**src/rtl/jtframe_sdram_pkg.sv**
```systemverilog
// Shared constants for the single-bank SDRAM request path: command widths,
// idle byte mask, watchdog counter width and the arbiter debug state encoding.
package jtframe_sdram_pkg;

    localparam int DW     = 16;
    localparam int MW     = 2;
    localparam int TOUT_W = 8;

    localparam logic [MW-1:0] MASK_IDLE = 2'b11;

    typedef enum logic [1:0] {
        ARB_IDLE  = 2'd0,
        ARB_ISSUE = 2'd1,
        ARB_WAIT  = 2'd2
    } arb_state_e;

    function automatic int idx_width(input int n);
        return (n > 1) ? $clog2(n) : 1;
    endfunction

endpackage

```
**src/rtl/jtframe_arb_pick.sv**
```systemverilog
// Combinational slot picker: lowest active index (RR=0) or first active index
// after ptr, wrapping modulo SW (RR=1).
module jtframe_arb_pick
    import jtframe_sdram_pkg::*;
#(
    parameter int SW = 6,
    parameter int RR = 0,
    parameter int PW = idx_width(SW)
) (
    input  logic [SW-1:0] active,
    input  logic [PW-1:0] ptr,
    output logic [SW-1:0] win,
    output logic [PW-1:0] win_idx
);

    int   idx;
    logic found;

    always_comb begin
        win     = '0;
        win_idx = '0;
        found   = 1'b0;
        idx     = 0;
        for (int k = 0; k < SW; k++) begin
            idx = (RR != 0) ? int'(ptr) + 1 + k : k;
            if (idx >= SW) idx = idx - SW;
            if (idx >= SW) idx = idx - SW;
            if (!found && active[idx]) begin
                found    = 1'b1;
                win      = '0;
                win[idx] = 1'b1;
                win_idx  = PW'(idx);
            end
        end
    end

endmodule

```
**src/rtl/jtframe_ram_nslot_arb.sv**
```systemverilog
// N-slot SDRAM arbiter: one grant per transaction, fixed priority or round-robin.
// Optional watchdog enabled with the JTFRAME_ARB_TIMEOUT_EN macro.
module jtframe_ram_nslot_arb
    import jtframe_sdram_pkg::*;
#(
    parameter int SDRAMW  = 22,
    parameter int SW      = 6,
    parameter int WRSLOTS = 2,
    parameter int RR      = 0,
    parameter int TOUT    = 255,
    parameter int WN      = (WRSLOTS > 0) ? WRSLOTS : 1
) (
    input  logic                 clk,
    input  logic                 rst,
    input  logic [SW-1:0]        req,
    input  logic [SW-1:0]        req_rnw,
    input  logic [SW*SDRAMW-1:0] slot_addr,
    input  logic [WN*DW-1:0]     slot_din,
    input  logic [WN*MW-1:0]     slot_wrmask,
    output logic [SW-1:0]        slot_sel,
    input  logic                 sdram_ack,
    output logic                 sdram_rd,
    output logic                 sdram_wr,
    output logic [SDRAMW-1:0]    sdram_addr,
    input  logic                 data_rdy,
    output logic [DW-1:0]        data_write,
    output logic [MW-1:0]        sdram_wrmask,
    output logic                 timeout_err,
    output arb_state_e           dbg_state
);

    localparam int PW = idx_width(SW);

    // Handshake: sdram_rd/sdram_wr are the request valid and stay high until
    // sdram_ack (ready) is seen; data_rdy then closes the transaction.
    logic [SW-1:0]     slot_sel_q, slot_sel_d;
    logic              rd_q, rd_d, wr_q, wr_d;
    logic [SDRAMW-1:0] addr_q, addr_d;
    logic [DW-1:0]     dw_q, dw_d;
    logic [MW-1:0]     mask_q, mask_d;
    logic [PW-1:0]     ptr_q, ptr_d;

    logic [SW-1:0] active, win;
    logic [PW-1:0] win_idx;
    logic          arb_en, granted, is_write;
    int            wsel;

    assign active  = req & ~slot_sel_q;
    assign arb_en  = (slot_sel_q == '0) || data_rdy;
    assign granted = arb_en && (active != '0);

    jtframe_arb_pick #(.SW(SW), .RR(RR), .PW(PW)) u_pick (
        .active  (active),
        .ptr     (ptr_q),
        .win     (win),
        .win_idx (win_idx)
    );

    assign is_write = (int'(win_idx) < WRSLOTS) && !req_rnw[win_idx];
    assign wsel     = is_write ? int'(win_idx) : 0;

`ifdef JTFRAME_ARB_TIMEOUT_EN
    logic [TOUT_W-1:0] cnt_q, cnt_d;
    logic              err_q, err_d;
    logic              expire;

    // data_rdy in the expiry cycle wins: expire requires data_rdy low.
    assign expire = (slot_sel_q != '0) && !data_rdy && (cnt_q == TOUT_W'(TOUT - 1));
`endif

    always_comb begin
        slot_sel_d = slot_sel_q;
        rd_d       = rd_q;
        wr_d       = wr_q;
        addr_d     = addr_q;
        dw_d       = dw_q;
        mask_d     = mask_q;
        ptr_d      = ptr_q;
        if (arb_en) begin
            slot_sel_d = win;
            if (granted) begin
                ptr_d  = win_idx;
                addr_d = slot_addr[int'(win_idx)*SDRAMW +: SDRAMW];
                if (is_write) begin
                    wr_d   = 1'b1;
                    rd_d   = 1'b0;
                    dw_d   = slot_din[wsel*DW +: DW];
                    mask_d = slot_wrmask[wsel*MW +: MW];
                end else begin
                    rd_d   = 1'b1;
                    wr_d   = 1'b0;
                    mask_d = MASK_IDLE;
                end
            end else begin
                rd_d = 1'b0;
                wr_d = 1'b0;
            end
        end else if (sdram_ack) begin
            rd_d = 1'b0;
            wr_d = 1'b0;
        end
`ifdef JTFRAME_ARB_TIMEOUT_EN
        err_d = 1'b0;
        cnt_d = cnt_q;
        if (granted) begin
            cnt_d = '0;
        end else if ((slot_sel_q != '0) && !data_rdy) begin
            cnt_d = cnt_q + TOUT_W'(1);
        end
        if (expire) begin
            slot_sel_d = '0;
            rd_d       = 1'b0;
            wr_d       = 1'b0;
            err_d      = 1'b1;
        end
`endif
    end

    always_ff @(posedge clk) begin
        if (rst) begin
            slot_sel_q <= '0;
            rd_q       <= 1'b0;
            wr_q       <= 1'b0;
            addr_q     <= '0;
            dw_q       <= '0;
            mask_q     <= MASK_IDLE;
            ptr_q      <= PW'(SW - 1);
        end else begin
            slot_sel_q <= slot_sel_d;
            rd_q       <= rd_d;
            wr_q       <= wr_d;
            addr_q     <= addr_d;
            dw_q       <= dw_d;
            mask_q     <= mask_d;
            ptr_q      <= ptr_d;
        end
    end

`ifdef JTFRAME_ARB_TIMEOUT_EN
    always_ff @(posedge clk) begin
        if (rst) begin
            cnt_q <= '0;
            err_q <= 1'b0;
        end else begin
            cnt_q <= cnt_d;
            err_q <= err_d;
        end
    end
    assign timeout_err = err_q;
`else
    assign timeout_err = 1'b0;
`endif

    always_comb begin
        if (slot_sel_q == '0)   dbg_state = ARB_IDLE;
        else if (rd_q || wr_q)  dbg_state = ARB_ISSUE;
        else                    dbg_state = ARB_WAIT;
    end

    assign slot_sel     = slot_sel_q;
    assign sdram_rd     = rd_q;
    assign sdram_wr     = wr_q;
    assign sdram_addr   = addr_q;
    assign data_write   = dw_q;
    assign sdram_wrmask = mask_q;

endmodule

```
**config.mk**
```make
export PLATFORM = sky130hd
export DESIGN_NAME = jtframe_ram_nslot_arb
export DESIGN_NICKNAME = d
export VERILOG_FILES = /design/src/rtl/jtframe_sdram_pkg.sv /design/src/rtl/jtframe_arb_pick.sv /design/src/rtl/jtframe_ram_nslot_arb.sv
export SDC_FILE = /design/constraint.sdc
export NUM_CORES = 1
export LEC_CHECK = 0
export CELL_PAD_IN_SITES_DETAIL_PLACEMENT = 1
export CELL_PAD_IN_SITES_GLOBAL_PLACEMENT = 2
export CORE_MARGIN = 4
export CORE_UTILIZATION = 20
export CTS_BUF_LIST = sky130_fd_sc_hd__clkbuf_4 sky130_fd_sc_hd__clkbuf_8
export DETAILED_ROUTE_END_ITERATION = 10
export PLACE_DENSITY = 0.91
export SLEW_MARGIN = 20
export SYNTH_ARGS = -nofsm -noshare
export SYNTH_HDL_FRONTEND = slang
export SYNTH_SLANG_ARGS = --single-unit
export TNS_END_PERCENT = 100
```
**constraint.sdc**
```tcl
create_clock -name clk -period 3.7 [get_ports clk]
set_clock_uncertainty 0.15 [all_clocks]
set_input_delay 0.74 -clock clk [delete_from_list [all_inputs] [get_ports clk]]
set_output_delay 0.74 -clock clk [all_outputs]
set_load 0.005 [all_outputs]
```
# ---- After elaboration in Yosys (flattened, before gate mapping)
# Index checks and enable logic that the tools add are counted.
dict set report totals {
  regBits 48
  latch_bits 0
  ram_bits 0
  rom_bits 0
  in_bits 184
  out_inout_bits 51
  wordCells 63
  mem_count 0
}
dict set report classes {
  n_addsub 0
  mul 1
  div_mod_pow 0
  magnitude_cmp 2
  n_eq_ne 0
  shift 3
  n_mux 29
  bitwise_logic 2
  reduce_logical 20
}
# cell n
set op_table {}
lappend op_table {{indexed part select 132 x 9 -> 22 bit} 1}
lappend op_table {{indexed part select 32 x 8 -> 16 bit} 1}
lappend op_table {{two-way mux 6 bit} 5}
lappend op_table {{two-way mux 1 bit} 15}
lappend op_table {{two-way mux 2 bit} 5}
lappend op_table {{two-way mux 3 bit} 3}
lappend op_table {{logical AND 1 bit} 7}
lappend op_table {{multiplier 3 x 4 -> 7 bit, second input constant} 1}
lappend op_table {{bitwise AND 6 bit} 1}
lappend op_table {{zero test 1 bit} 6}
lappend op_table {{zero test 6 bit} 1}
lappend op_table {{inverter 6 bit} 1}
lappend op_table {{nonzero test 6 bit} 1}
lappend op_table {{indexed part select 4 x 5 -> 2 bit} 1}
lappend op_table {{< comparator 3 x 4 -> 1 bit, second input constant} 1}
lappend op_table {{binary-select mux 1 bit (select 3 bit)} 1}
lappend op_table {{< comparator 3 x 2 -> 1 bit, second input constant} 1}
lappend op_table {{AND reduction 3 bit} 1}
lappend op_table {{logical OR 1 bit} 2}
lappend op_table {{AND reduction 2 bit} 1}
lappend op_table {{nonzero test 2 bit} 1}

# ---- Logic depth before layout (Yosys ltp)
dict set report depth {
  ltp_word 25
  ltp_mapped 7
  depth_no_buf 5
}

# ---- Modules after synthesis
# Synthesis repeated with hierarchy kept, for this count alone.
dict set report hier_totals {
  hier_cells 355
  hier_area_um2 3377.0
}
# module n_inst cells_per_inst area_per_inst_um2 seq_area_each_um2
set modules_own_cells {}
lappend modules_own_cells {jtframe_ram_nslot_arb 1 341 3285.7 1021.0}
lappend modules_own_cells {jtframe_arb_pick 1 14 91.3 0.0}

# ---- Least setup slack after synthesis
# Ideal clock, no wire load.
dict set report synth_path {
  path_kind {input to register}
  from {input port req[1]}
  to {register addr_q[0] (netlist: sdram_addr[0])}
  setup_ps 83
  t_arrival_ps 2210
  required_ps 3467
  setup_slack_ps 1257
  path_stages 6
  cell_sequence {nor2b_1 o21ai_0 nor2_1 buf_2 mux2_2 o221ai_1}
}
dict set report synth_via {
  elab_chain_cells 17
}
# element line_no
set synth_rtl {}
lappend synth_rtl {{start, declared} jtframe_ram_nslot_arb.sv:15} ;# input logic [SW-1:0] req,
lappend synth_rtl {{bitwise AND 6 bit *} jtframe_ram_nslot_arb.sv:48} ;# assign active = req & ~slot_sel_q;
lappend synth_rtl {{logical AND 1 bit} jtframe_arb_pick.sv:28} ;# if (!found && active[idx]) begin
lappend synth_rtl {{two-way mux 1 bit} jtframe_arb_pick.sv:28}
lappend synth_rtl {{zero test 1 bit} jtframe_arb_pick.sv:28}
lappend synth_rtl {{logical AND 1 bit} jtframe_arb_pick.sv:28}
lappend synth_rtl {{two-way mux 1 bit} jtframe_arb_pick.sv:28}
lappend synth_rtl {{zero test 1 bit} jtframe_arb_pick.sv:28}
lappend synth_rtl {{logical AND 1 bit} jtframe_arb_pick.sv:28}
lappend synth_rtl {{two-way mux 1 bit} jtframe_arb_pick.sv:28}
lappend synth_rtl {{zero test 1 bit} jtframe_arb_pick.sv:28}
lappend synth_rtl {{logical AND 1 bit} jtframe_arb_pick.sv:28}
lappend synth_rtl {{two-way mux 1 bit} jtframe_arb_pick.sv:28}
lappend synth_rtl {{zero test 1 bit} jtframe_arb_pick.sv:28}
lappend synth_rtl {{logical AND 1 bit} jtframe_arb_pick.sv:28}
lappend synth_rtl {{two-way mux 3 bit} jtframe_arb_pick.sv:28}
lappend synth_rtl {{multiplier 3 x 4 -> 7 bit} jtframe_ram_nslot_arb.sv:83} ;# addr_d = slot_addr[int'(win_idx)*SDRAMW +: SDRAMW];
lappend synth_rtl {{indexed part select 132 x 9 -> 22 bit} jtframe_ram_nslot_arb.sv:83}
lappend synth_rtl {{end signal, assigned} jtframe_ram_nslot_arb.sv:132} ;# addr_q <= addr_d;
lappend synth_rtl {{end, declared} jtframe_ram_nslot_arb.sv:38} ;# logic [SDRAMW-1:0] addr_q, addr_d;
# Every way passes the cells marked *; elsewhere a longest branch is shown, timed or not.
# A chain may end at the register's enable or synchronous reset.

# ---- Final worst setup path
dict set report layout_path {
  from {input port req[1]}
  to {register addr_q[1] (netlist: sdram_addr[1])}
}
# The elaborated chain is that of the path after synthesis.

==> impl_metrics.tcl <==
set metrics [dict create \
    status "complete, no violations" \
    hold_viol 0 \
    grt_pass1_wl_um 23100 \
    ir_drop_mv 0.173 \
    use_met2 0.285 \
    routed_wl_um 14600 \
    hold_buffers 0 \
    r2r-start "slot_sel[0]$_SDFFE_PP0P_" \
    cp.depth 7 \
    synthArstFlopShare 0 \
    worstSkewPairLatency_ns 0.31 \
    setup_viol_count_final 0 \
    crit_slowest_cell "nor2b_1" \
    start_util 0.205 \
    numCtsBuffers 5 \
    dp_cells 745 \
    cp-start-kind "input port" \
    gp_congestion 0.802 \
    drt_first_pass_iters 4 \
    timing.hold.ws_ns 0.326 \
    setup_tns_ns 0 \
    ys_seq_area_frac 0.306 \
    crit_arrival_ns 3.05 \
    endpoint_kind "flip-flop" \
    syn-num-nets 504 \
    critical_path_class "in -> reg" \
    post-cts-setup-buffers 0 \
    clkTransAtPathRegs_ns 0.10 \
    avgViaCountPerCell 4.72 \
    num_vias 3556 \
    place_ws_ns 0.430 \
    layout_min_cycle_time_ns 2.98 \
    grtUsageTotal 0.162 \
    p_per_area_mw_per_mm2 308 \
    synth_warnings 0 \
    cts_tree "done" \
    cts.repair.resized 0 \
    reg2reg_slack_ns 1.10 \
    critPathMaxStageDelay_ns 0.52 \
    cts_num_sinks 48 \
    core_area_mm2 0.0153 \
    path_max_fanout 16 \
    ys_seq_elements 48 \
    drive_gt1_frac 0.105 \
    crit_family "buffers and inverters" \
    crit_path_end "sdram_addr[1]$_SDFFE_PP0P_" \
    n_antenna_cell 0 \
    fin_ws_ns 0.720 \
    die_area_mm2 0.0178 \
    seqCellArea_um2 961 \
    fill_cells 1736 \
    cts_htree_levels 2 \
    rsz0062_at_grt "no" \
    port_buffers 229 \
    avgSynthCellArea_um2 9.82 \
    grt_pass1_vias 3968 \
    die_x_um 133 \
    cap_violations 0 \
    nNetsFinal 725 \
    synth_cell_types 43 \
    grt_max_degree 45 \
    hpwl_um 11800 \
    crit_chain "clkdlybuf4s50_1 > nor2b_1 > o21ai_0 > nor2_2 > buf_4 > mux2_2 > o221ai_1" \
    fin_crit_sh 0.805 \
    crit_buf_inv 2 \
    post-route-drc-count 0 \
    crit_path_start "req[1]" \
    synth_edf_count 0 \
    maxSlewViolCount 0 \
    dieHeight_um 133 \
    hp-start "data_write[11]$_SDFFE_PP0P_" \
    multi_input_area_mm2 0.00207 \
    syn_inst 320 \
    io_pins 235 \
    met3_usage 0.0540 \
    worstPathRequired_ns 3.77 \
    grt_overflow 0 \
    syn_area_mm2 0.00314 \
    worstHoldPathType "reg -> reg" \
    antenna_found_initial 0 \
    r2r_cells 5 \
    leakagePower_nw 2.11 \
    rows 45 \
    drt_iter0_drc 105 \
    wire_per_inst_um 19.4 \
    max_slew_margin 0.403 \
    area_growth_pct 84.9 \
    fmax_mhz 336 \
    worstMarginPinSlew_ns 0.893 \
    top_usage_layer "met2" \
    clockRootBuffer "clkbuf_8" \
    reg2reg_to "sdram_addr[16]$_SDFFE_PP0P_" \
    met1_usage 0.189 \
    clockBufferDepth 2 \
    ant_nets 0 \
    synth_flop_cell "dfxtp_1" \
    finalNonFillerCells 753 \
]
==> per-stage QoR <==
stage	power (mW)	area [µm²]	util
floorplan	0.957	3140	-
global placement	1.38	5700	0.372
detailed placement	1.41	5700	0.372
CTS	1.82	5810	0.379
global route	1.90	5810	0.379
finish	1.79	5810	0.379
==> logic make-up after synthesis <==
| kind of cell | count (synthesis) | share of synthesized area |
|---|---|---|
| muxes | 90 | 0.295 |
| AOI/OAI and AO/OA | 84 | 0.223 |
| and+or+nand+nor | 69 | 0.129 |
| DFF | 48 | 0.306 |
| buffers and inverters | 28 | 0.0458 |
| other | 1 | 0.00119 |
==> cells in the mapped netlist, drive strengths merged, types with 8 or more instances <==
master,n,area share
o22ai,15,0.030
dfxtp,48,0.31
nand2b,8,0.016
a21oi,8,0.014
clkbuf,8,0.0096
nor2,16,0.022
o2bb2ai,14,0.039
buf,17,0.033
mux2i,68,0.22
nand3b,23,0.055
nand2,10,0.012
mux2,22,0.079
o221ai,22,0.061
==> power by group <==
group          total [mW]  leakage, nW  switching (mW)  internal (mW)
sequential          0.620        0.396          0.0394          0.581
combinational       0.764         1.65           0.303          0.461
clock               0.404       0.0586           0.195          0.208
total                1.79         2.11           0.538           1.25
==> placed cells by master (no fill, tap or decap), types with 6 or more instances in the layout <==
master | netlist | routed
o22ai_1 | 15 | 15
mux2i_1 | 68 | 68
o221ai_1 | 22 | 22
mux2_2 | 22 | 22
dfxtp_1 | 48 | 48
buf_4 | 5 | 8
o2bb2ai_1 | 14 | 14
nor2_1 | 15 | 14
nand2_1 | 10 | 9
nand3b_1 | 23 | 23
nor2b_1 | 6 | 6
nand2b_1 | 8 | 8
clkdlybuf4s50_1 | 0 | 229
a21oi_1 | 7 | 7
==> layer usage <==
metal	vias to the layer above	wire length, µm
met2	154	7260
met1	1695	6090
met4	0	188
met5	-	0
met3	14	1100
li1	1693	-
==> flip-flops by register name, indices dropped and copies added (netlist names) <==
name,flops
sdram_wrmask,2
sdram_wr,1
sdram_rd,1
data_write,16
slot_sel,6
sdram_addr,22
==> how the worst min path moves through the flow <==
| stage | end | slack [ns] | cells past startpoint |
|---|---|---|---|
| final | data_write[11]$_SDFFE_PP0P_ | 0.33 | 1 |
| after global routing | data_write[12]$_SDFFE_PP0P_ | 0.35 | 1 |
| after CTS | data_write[13]$_SDFFE_PP0P_ | 0.33 | 1 |
| after detailed placement | data_write[9]$_SDFFE_PP0P_ | 0.30 | 1 |
| after global placement | data_write[11]$_SDFFE_PP0P_ | 0.29 | 1 |
| after floorplan | data_write[10]$_SDFFE_PP0P_ | 0.31 | 1 |
==> layout make-up <==
type                       instances  share of cell area
inverter                           3             0.00194
clock inverter                     2             0.00603
multi-input combinational        244               0.356
clock buffer                       6              0.0131
timing repair buffer             239               0.412
sequential                        48               0.165
tap                              211              0.0455
Power figures use the tool's default switching activity.
